===== src/rtl/ptr_bank.sv =====
// Bank of NCH address-pointer channels (base, limit, pointer) with
// wrap/saturate stepping, per-channel and bank-wide reload.
module ptr_bank #(
    parameter int WIDTH = 8,
    parameter int NCH   = 2,
    parameter int CHW   = 1
) (
    input  logic             Clk,
    input  logic             RST,
    input  logic [CHW-1:0]   Sel,
    input  logic [WIDTH-1:0] BusOut,
    input  logic             Wen,
    input  logic             Wlim,
    input  logic             Rld,
    input  logic             RldAll,
    input  logic             Inc,
    input  logic             Dec,
    input  logic             Mode,
    output logic [WIDTH-1:0] dout,
    output logic [WIDTH-1:0] rbase,
    output logic             tc,
    output logic             wrap
);

    logic [WIDTH-1:0] ptr_q  [NCH];
    logic [WIDTH-1:0] ptr_d  [NCH];
    logic [WIDTH-1:0] base_q [NCH];
    logic [WIDTH-1:0] base_d [NCH];
    logic [WIDTH-1:0] lim_q  [NCH];
    logic [WIDTH-1:0] lim_d  [NCH];
    logic             wrap_q;
    logic             wrap_d;

    // A Sel value with no matching channel index touches nothing and reads 0.
    always_comb begin
        wrap_d = 1'b0;
        for (int ch = 0; ch < NCH; ch++) begin
            ptr_d[ch]  = ptr_q[ch];
            base_d[ch] = base_q[ch];
            lim_d[ch]  = lim_q[ch];
            if (Sel == CHW'(ch)) begin
                if (Wlim) begin
                    lim_d[ch] = BusOut;
                end
                if (Wen) begin
                    base_d[ch] = BusOut;
                    ptr_d[ch]  = BusOut;
                end else if (Rld || RldAll) begin
                    ptr_d[ch] = base_q[ch];
                end else if (Inc && !Dec) begin
                    if (ptr_q[ch] != lim_q[ch]) begin
                        ptr_d[ch] = ptr_q[ch] + WIDTH'(1);
                    end else if (!Mode) begin
                        ptr_d[ch] = base_q[ch];
                        wrap_d    = 1'b1;
                    end
                end else if (Dec && !Inc) begin
                    if (ptr_q[ch] != base_q[ch]) begin
                        ptr_d[ch] = ptr_q[ch] - WIDTH'(1);
                    end else if (!Mode) begin
                        ptr_d[ch] = lim_q[ch];
                        wrap_d    = 1'b1;
                    end
                end
            end else if (RldAll) begin
                ptr_d[ch] = base_q[ch];
            end
        end
    end

    always_ff @(posedge Clk or posedge RST) begin
        if (RST) begin
            for (int ch = 0; ch < NCH; ch++) begin
                ptr_q[ch]  <= '0;
                base_q[ch] <= '0;
                lim_q[ch]  <= '1;
            end
            wrap_q <= 1'b0;
        end else begin
            ptr_q  <= ptr_d;
            base_q <= base_d;
            lim_q  <= lim_d;
            wrap_q <= wrap_d;
        end
    end

    always_comb begin
        dout  = '0;
        rbase = '0;
        tc    = 1'b0;
        for (int ch = 0; ch < NCH; ch++) begin
            if (Sel == CHW'(ch)) begin
                dout  = ptr_q[ch];
                rbase = base_q[ch];
                tc    = (ptr_q[ch] == lim_q[ch]);
            end
        end
    end

    assign wrap = wrap_q;

endmodule


===== config.mk =====
export PLATFORM = sky130hd
export DESIGN_NAME = ptr_bank
export DESIGN_NICKNAME = d
export VERILOG_FILES = /design/src/rtl/ptr_bank.sv
export SDC_FILE = /design/constraint.sdc
export NUM_CORES = 1
export LEC_CHECK = 0
export CORE_UTILIZATION = 63
export CTS_CLUSTER_DIAMETER = 30
export DETAILED_ROUTE_END_ITERATION = 12
export PLACE_DENSITY = 0.86
export REMOVE_ABC_BUFFERS = 1
export SYNTH_ARGS = -nofsm -noshare
export SYNTH_HDL_FRONTEND = slang
export SYNTH_SLANG_ARGS = --single-unit

===== constraint.sdc =====
create_clock -name Clk -period 3.4 [get_ports Clk]
set_input_delay 0.68 -clock Clk [delete_from_list [all_inputs] [get_ports Clk]]
set_output_delay 0.68 -clock Clk [all_outputs]
set_load 0.01 [all_outputs]

After elaboration in Yosys (flattened, before gate mapping)
Cells that the tools add are included.
- add/subtract/negate cells: 4
- multipliers: 0
- divide/modulo/power cells: 0
- magnitude comparators: 0
- eq/ne operators: 12
- shift operators: 0
- mux-type cells: 39
- bitwise gates (word level): 1
- reductions and logical operators: 13
- operators by type and width (kind ; number):
    $mux W8 ; 22
    $ne A8 B8 Y1 ; 4
    $mux W1 ; 17
    $add A8 B1 Y8 const B ; 2
    $eq A8 B8 Y1 ; 2
    $sub A8 B1 Y8 const B ; 2
    $ne A6 B3 Y1 const B ; 2
    $reduce_and A2 Y1 ; 4
    $reduce_and A4 Y1 ; 2
    $ne A6 B5 Y1 const B ; 1
    $ne A6 B6 Y1 const B ; 1
    $ne A5 B1 Y1 const B ; 1
    $reduce_bool A5 Y1 ; 1
    $logic_and A1 B1 Y1 ; 2
    $logic_not A1 Y1 ; 2
    $ne A2 B1 Y1 const B ; 1
    $reduce_bool A2 Y1 ; 1
    $logic_or A1 B1 Y1 ; 1
    $not A1 Y1 ; 1
- register bits after elaboration: 49
- latch bits: 0
- memory bits (writable): 0
- ROM bits: 0
- input port bits: 18
- output and inout port bits: 18
- logic and storage cells: 76
- memories kept: 0

Logic depth before layout (Yosys ltp)
Gate-level depths: netlist of run 1.
- depth after elaboration: 14
- depth in mapped cells: 9
- depth with buffers taken out: 8

Least setup slack after synthesis of run 1
No wires, ideal clock.
- kind: in2out
- start: input Sel
- end: output dout[0]
- arrival time: 1.730 ns
- data required time: 2.720 ns
- slack: 0.990 ns
- cell stages on the path: 5
- buffers on the path: 3
- cell sequence: clkbuf_1 -> buf_1 -> clkbuf_1 -> nand2_1 -> o21ai_0
- longest elaborated chain between the ends: 1
- RTL lines (item ; RTL line ; RTL):
    start: declaration ; 10 ; input logic [CHW-1:0] Sel,
    $mux W8 ; 92 ; if (Sel == CHW'(ch)) begin
    end: declaration ; 19 ; output logic [WIDTH-1:0] dout,
Every way passes these cells.

Worst setup path after layout of run 1
- start: register ptr_q[4] in the netlist's numbering
- end: output tc
- longest elaborated chain between the ends: 2
- RTL lines (item ; RTL line ; RTL):
    start: declaration ; 25 ; logic [WIDTH-1:0] ptr_q [NCH];
    start signal: assignment ; 80 ; ptr_q <= ptr_d;
    $eq A8 B8 Y1 ; 95 ; tc = (ptr_q[ch] == lim_q[ch]);
    $mux W1 ; 92 ;
    end: declaration ; 21 ; output logic tc,
Every way passes these cells.

==> reports/summary.txt, run 1 <==
Status: finished clean
Number of diodes: 0
Non-Filler Instances: 518
Final nets: 464
Row cnt: 28
Clock buffers created by TritonCTS: 5
Max_cap viols: 0
Placed Cells: 510
DR vias: 3,544
Crit end category: output pin
Yosys top cell area share: 0.214
Clk buf depth: 2
Fin. Hold Viols: 0
Commonest non-fill, non-tap cell in the layout: mux2_2
Die Y-Extent: 80.3 um
PostCTS Resize Cnt: 0
Final period utilization: 0.940
Largest area contributor in the netlist: dfrtp_1
Wire length per cell: 21.3 um
Pre-CTS WS: 426 ps
DR pass1 iterations: 8
Asr flop ratio synth: 1.00
RSZ-0062 raised after global routing: no
CTS tree: built
Synthesized flop and latch total: 49
Filler cells: 426
HP Class: reg -> reg
Gr usage total: 0.368
Most frequent cells in the layout: mux2_2 (43), clkdlybuf4s50_1 (35), dfrtp_1 (33)
Worst setup margin: 205 ps
# hold bufs at CTS: 0
GRT Residual Overflow: 0
Routed wire length: 11,000 um
Fmax: 313 MHz
PwrDens: 473 nW/um^2
IO Port Bufs: 35
Share of cells above drive strength 1: 0.221
Largest net degree at the start of global routing: 50
H-Tree Depth: 2
Via density: 6.84
Syn. warnings: 0
Req. time, crit path: 2720 ps
Main synth FF type: dfrtp_1
Mapped Cells: 417
Sum Neg Setup Slack: 0 ps
Clk Tree Root Cell: clkbuf_8
HPWL after DPL: 7620 um
Number of setup buffers added after CTS: 0
Final ANT Viol Nets: 0
Initial Util: 0.652
CP Launch Point: ptr_q[4]
Initial antenna violation count: 0
Crit path DAT: 2520 ps
Critical path fanouts, max: 10
Post-Syn Area per Cell: 9.26 um^2
Die area: 6450 um^2
Worst-margin pin slew: 1020 ps
CTS clock-pin slew for the worst setup and hold paths: 100 ps
Worst hold start: base_q[8]
Critical path class: reg -> out
Clock Skews: 7.73 ps
Area growth, synth to finish: 13.2%
Pins over their slew limit: 0
Worst r2r src: ptr_q[10]
GP Congestion: 0.952
Vias in the first global route: 3,449
Synth unique cells: 68
Core footprint: 5920 um^2
P_leak: 1.67 nW
Io pins: 36
Relative slew margins: 0.321
Final Power: 2.07 mW
Die W: 80.3 um
Global-route wire length before repair: 17,700 um
Clock Sinks: 49
Drc violations: 0
Post-route minimum period: 3200 ps
Ranking of synthesized cells by area: dfrtp_1 (21%), mux2_2 (13%), dfstp_2 (11%)
DRT iter0 DRCs: 505
Post-synth EDFFs: 0
Maximum VDD drop: 0.000308 V
Seq/Total Area, Yosys: 0.323
Setup violations, final: 0
Setup crit start kind: register
Syn Std Cell Area: 3860 um^2
Clk_lat worst skew: 310 ps
-- worst max-delay path: stages (launching register included) --
cell and delay [ps]:
dfrtp_1 530, xor2_1 240, nor4_2 490, nand2_1 210, o21ai_0 180, clkdlybuf4s50_1 550
-- registers in the layout, summed over array words and instances, names as in the netlist --
name / cells
wrap: 1
ptr_q: 16
base_q: 16
lim_q: 16
-- kinds of logic after synthesis --
kind of cell / count (synthesis) / share of synthesized area
buffers and inverters: 48 / 0.0619
AO/OA/AOI/OAI: 101 / 0.186
multiplexers: 47 / 0.136
adder cells (fa/ha/maj): 4 / 0.0130
AND/OR/NAND/NOR: 118 / 0.167
flip-flops: 49 / 0.323
XOR/XNOR: 50 / 0.113
-- path summary, 6_finish.rpt --
kind                              endpoint  slack (ps)  cells after the start
worst max register to register    ptr_q[8]         800                      7
min in group asynchronous         ptr_q[7]         920                      2
worst min register to register   base_q[8]         610                      1
max in group asynchronous       base_q[13]        1850                      2
worst min-delay path             base_q[8]         610                      1
worst max-delay path                    tc         200                      5
-- layer usage --
layer,wire length [um],vias up,GRT usage,part of all wire
li1,-,1576,-,-
met1,4450,1658,0.501,0.40
met2,5050,267,0.579,0.46
met3,1230,43,0.0705,0.11
met4,308,0,0.136,0.028
met5,0,-,0,0
-- through the flow --
| stage | instance area, um^2 | util | hold WS (ps) |
|---|---|---|---|
| 2_1_floorplan | 3680 | - | 539 |
| 3_3_place_gp | 4250 | 0.718 | 566 |
| 3_5_place_dp | 4250 | 0.718 | 580 |
| 4_1_cts | 4370 | 0.739 | 611 |
| 5_1_grt | 4370 | 0.739 | 648 |
| 6_report | 4370 | 0.739 | 611 |
-- synth_stat cells (6+ instances only) --
master	number
xnor2_1	28
buf_2	12
a21oi_1	15
nor2_1	21
o21ai_0	26
mux2_2	43
dfstp_2	16
xor2_1	22
a22oi_1	6
clkbuf_1	11
nor3_1	17
nand4_1	6
nor2b_1	6
nand2_1	27
dfrtp_1	33
a31oi_1	7
inv_1	15
nand3_1	9
-- layout make-up --
type | instances | area (um^2) | area share
multi-input cells | 320 | 2380 | 0.544
inverters | 16 | 60.1 | 0.0137
well taps | 75 | 93.8 | 0.0215
clock inverters | 2 | 37.5 | 0.00858
repair buffers | 50 | 475 | 0.109
flip-flops and latches | 49 | 1250 | 0.285
clock buffers | 6 | 82.6 | 0.0189
-- power breakdown --
group	total, mW	internal [mW]	switching, mW
sequential	0.848	0.692	0.156
clock	0.455	0.240	0.216
combinational	0.765	0.377	0.388
total	2.07	1.31	0.759
(Power assumes the default switching activity.)
==> run 2: changes to the inputs <==
Settings changed: SKIP_LAST_GASP from default to 1.
==> results of run 2 <==
No change in the layout: final DEF, timing and power equal those of run 1.
==> run 3: changes to the inputs <==
Settings changed: CORE_ASPECT_RATIO from default to 1.75.
==> reports/summary.txt, run 3 (same netlist as run 1, synthesis figures left out) <==
Status: finished clean
Clk buf depth: 2
Clk_lat worst skew: 320 ps
Clock Sinks: 49
Drc violations: 0
PwrDens: 480 nW/um^2
Pins over their slew limit: 0
Fmax: 310 MHz
Number of diodes: 0
Final ANT Viol Nets: 0
Vias in the first global route: 3,711
DR vias: 3,700
H-Tree Depth: 2
Maximum VDD drop: 0.000390 V
HP Class: reg -> reg
Non-Filler Instances: 532
Max_cap viols: 0
Sum Neg Setup Slack: 0 ps
Io pins: 36
Multi-input logic area: 2380 um^2
Largest net degree at the start of global routing: 50
Area growth, synth to finish: 15.8%
Die area: 6460 um^2
DRT iter0 DRCs: 372
Die W: 61.2 um
Number of setup buffers added after CTS: 0
Worst-margin pin slew: 1030 ps
IO Port Bufs: 35
Final period utilization: 0.949
Via density: 6.95
Wire length per cell: 22.1 um
Clk Tree Root Cell: clkbuf_8
Routed wire length: 11,800 um
Filler cells: 434
Die Y-Extent: 106 um
Clock buffers created by TritonCTS: 5
CP Launch Point: ptr_q[9]
PostCTS Resize Cnt: 0
Global-route wire length before repair: 18,400 um
Crit path to: tc
Critical path class: reg -> out
P_leak: 1.73 nW
Setup violations, final: 0
Share of cells above drive strength 1: 0.240
GRT Residual Overflow: 0
Fin. Hold Viols: 0
RR Endpoint: ptr_q[3]
Worst setup margin: 172 ps
RSZ-0062 raised after global routing: no
Initial Util: 0.657
Crit end category: output pin
Commonest non-fill, non-tap cell in the layout: mux2_2
Post-route minimum period: 3230 ps
Slowest CP cell: nor4_1
Critical path fanouts, max: 10
Worst r2r src: lim_q[5]
Setup crit start kind: register
Crit path DAT: 2550 ps
CTS clock-pin slew for the worst setup and hold paths: 90 ps
Slowest stage delay, CP: 600 ps
Req. time, crit path: 2720 ps
Worst hold start: base_q[9]
Most frequent cells in the layout: mux2_2 (43), clkdlybuf4s50_1 (35), dfrtp_1 (33)
Reg2Reg Setup Slack: 850 ps
DR pass1 iterations: 5
Relative slew margins: 0.312
# hold bufs at CTS: 0
Final nets: 475
Initial antenna violation count: 0
Core footprint: 5880 um^2
GP Congestion: 0.969
Clock Skews: 7.32 ps
Cells along the critical path: xor2_1 -> nor4_1 -> nand3_1 -> o21ai_0 -> clkdlybuf4s50_1
Hold depth: 1
Flip-flop and latch area: 1250 um^2
Reg2reg path depth: 7
Biggest regs: base_q x16, lim_q x16, ptr_q x16
Final core utilization: 0.761
CTS tree: built
HPWL after DPL: 8630 um
Pre-CTS WS: 387 ps
Row cnt: 37
Gr usage total: 0.394
Placed Cells: 524
[run 3: cell type report]
type,count,area share
multi-input cells,320,0.531
flip-flops and latches,49,0.279
repair buffers,61,0.125
well taps,78,0.0218
clock buffers,5,0.0154
clock inverters,3,0.0145
inverters,16,0.0134
[run 3: how the worst min path moves through the flow]
stage / to / slack (ps)
after floorplan: base_q[0] / 540
after detailed placement: base_q[9] / 590
after global routing: base_q[9] / 650
after CTS: base_q[9] / 610
after global placement: base_q[9] / 580
final: base_q[9] / 610
[run 3: power breakdown]
part,internal (mW),switching [mW]
clock,0.292,0.207
sequential,0.693,0.132
combinational,0.397,0.427
[run 3: routing by layer]
layer | vias up | share of wire | track usage
met5 | - | 0 | 0
met4 | 0 | 0.072 | 0.253
met3 | 83 | 0.068 | 0.0479
met2 | 249 | 0.52 | 0.672
met1 | 1771 | 0.34 | 0.436
li1 | 1597 | - | -
[run 3: stage by stage]
| step | area, um^2 | hold slack, ps | power, mW |
|---|---|---|---|
| 5_1_grt | 4470 | 649 | 2.23 |
| 4_1_cts | 4470 | 611 | 2.13 |
| 2_1_floorplan | 3680 | 539 | 1.30 |
| 3_5_place_dp | 4340 | 589 | 1.63 |
| 6_report | 4470 | 607 | 2.15 |
| 3_3_place_gp | 4340 | 581 | 1.61 |
[run 3: worst max-delay path, delay by kind of cell, from the launching register on]
kind / cells / cell delay (ps)
AO/OA/AOI/OAI: 1 / 140
buffers and inverters: 1 / 590
XOR/XNOR: 1 / 210
flip-flops: 1 / 510
AND/OR/NAND/NOR: 2 / 790
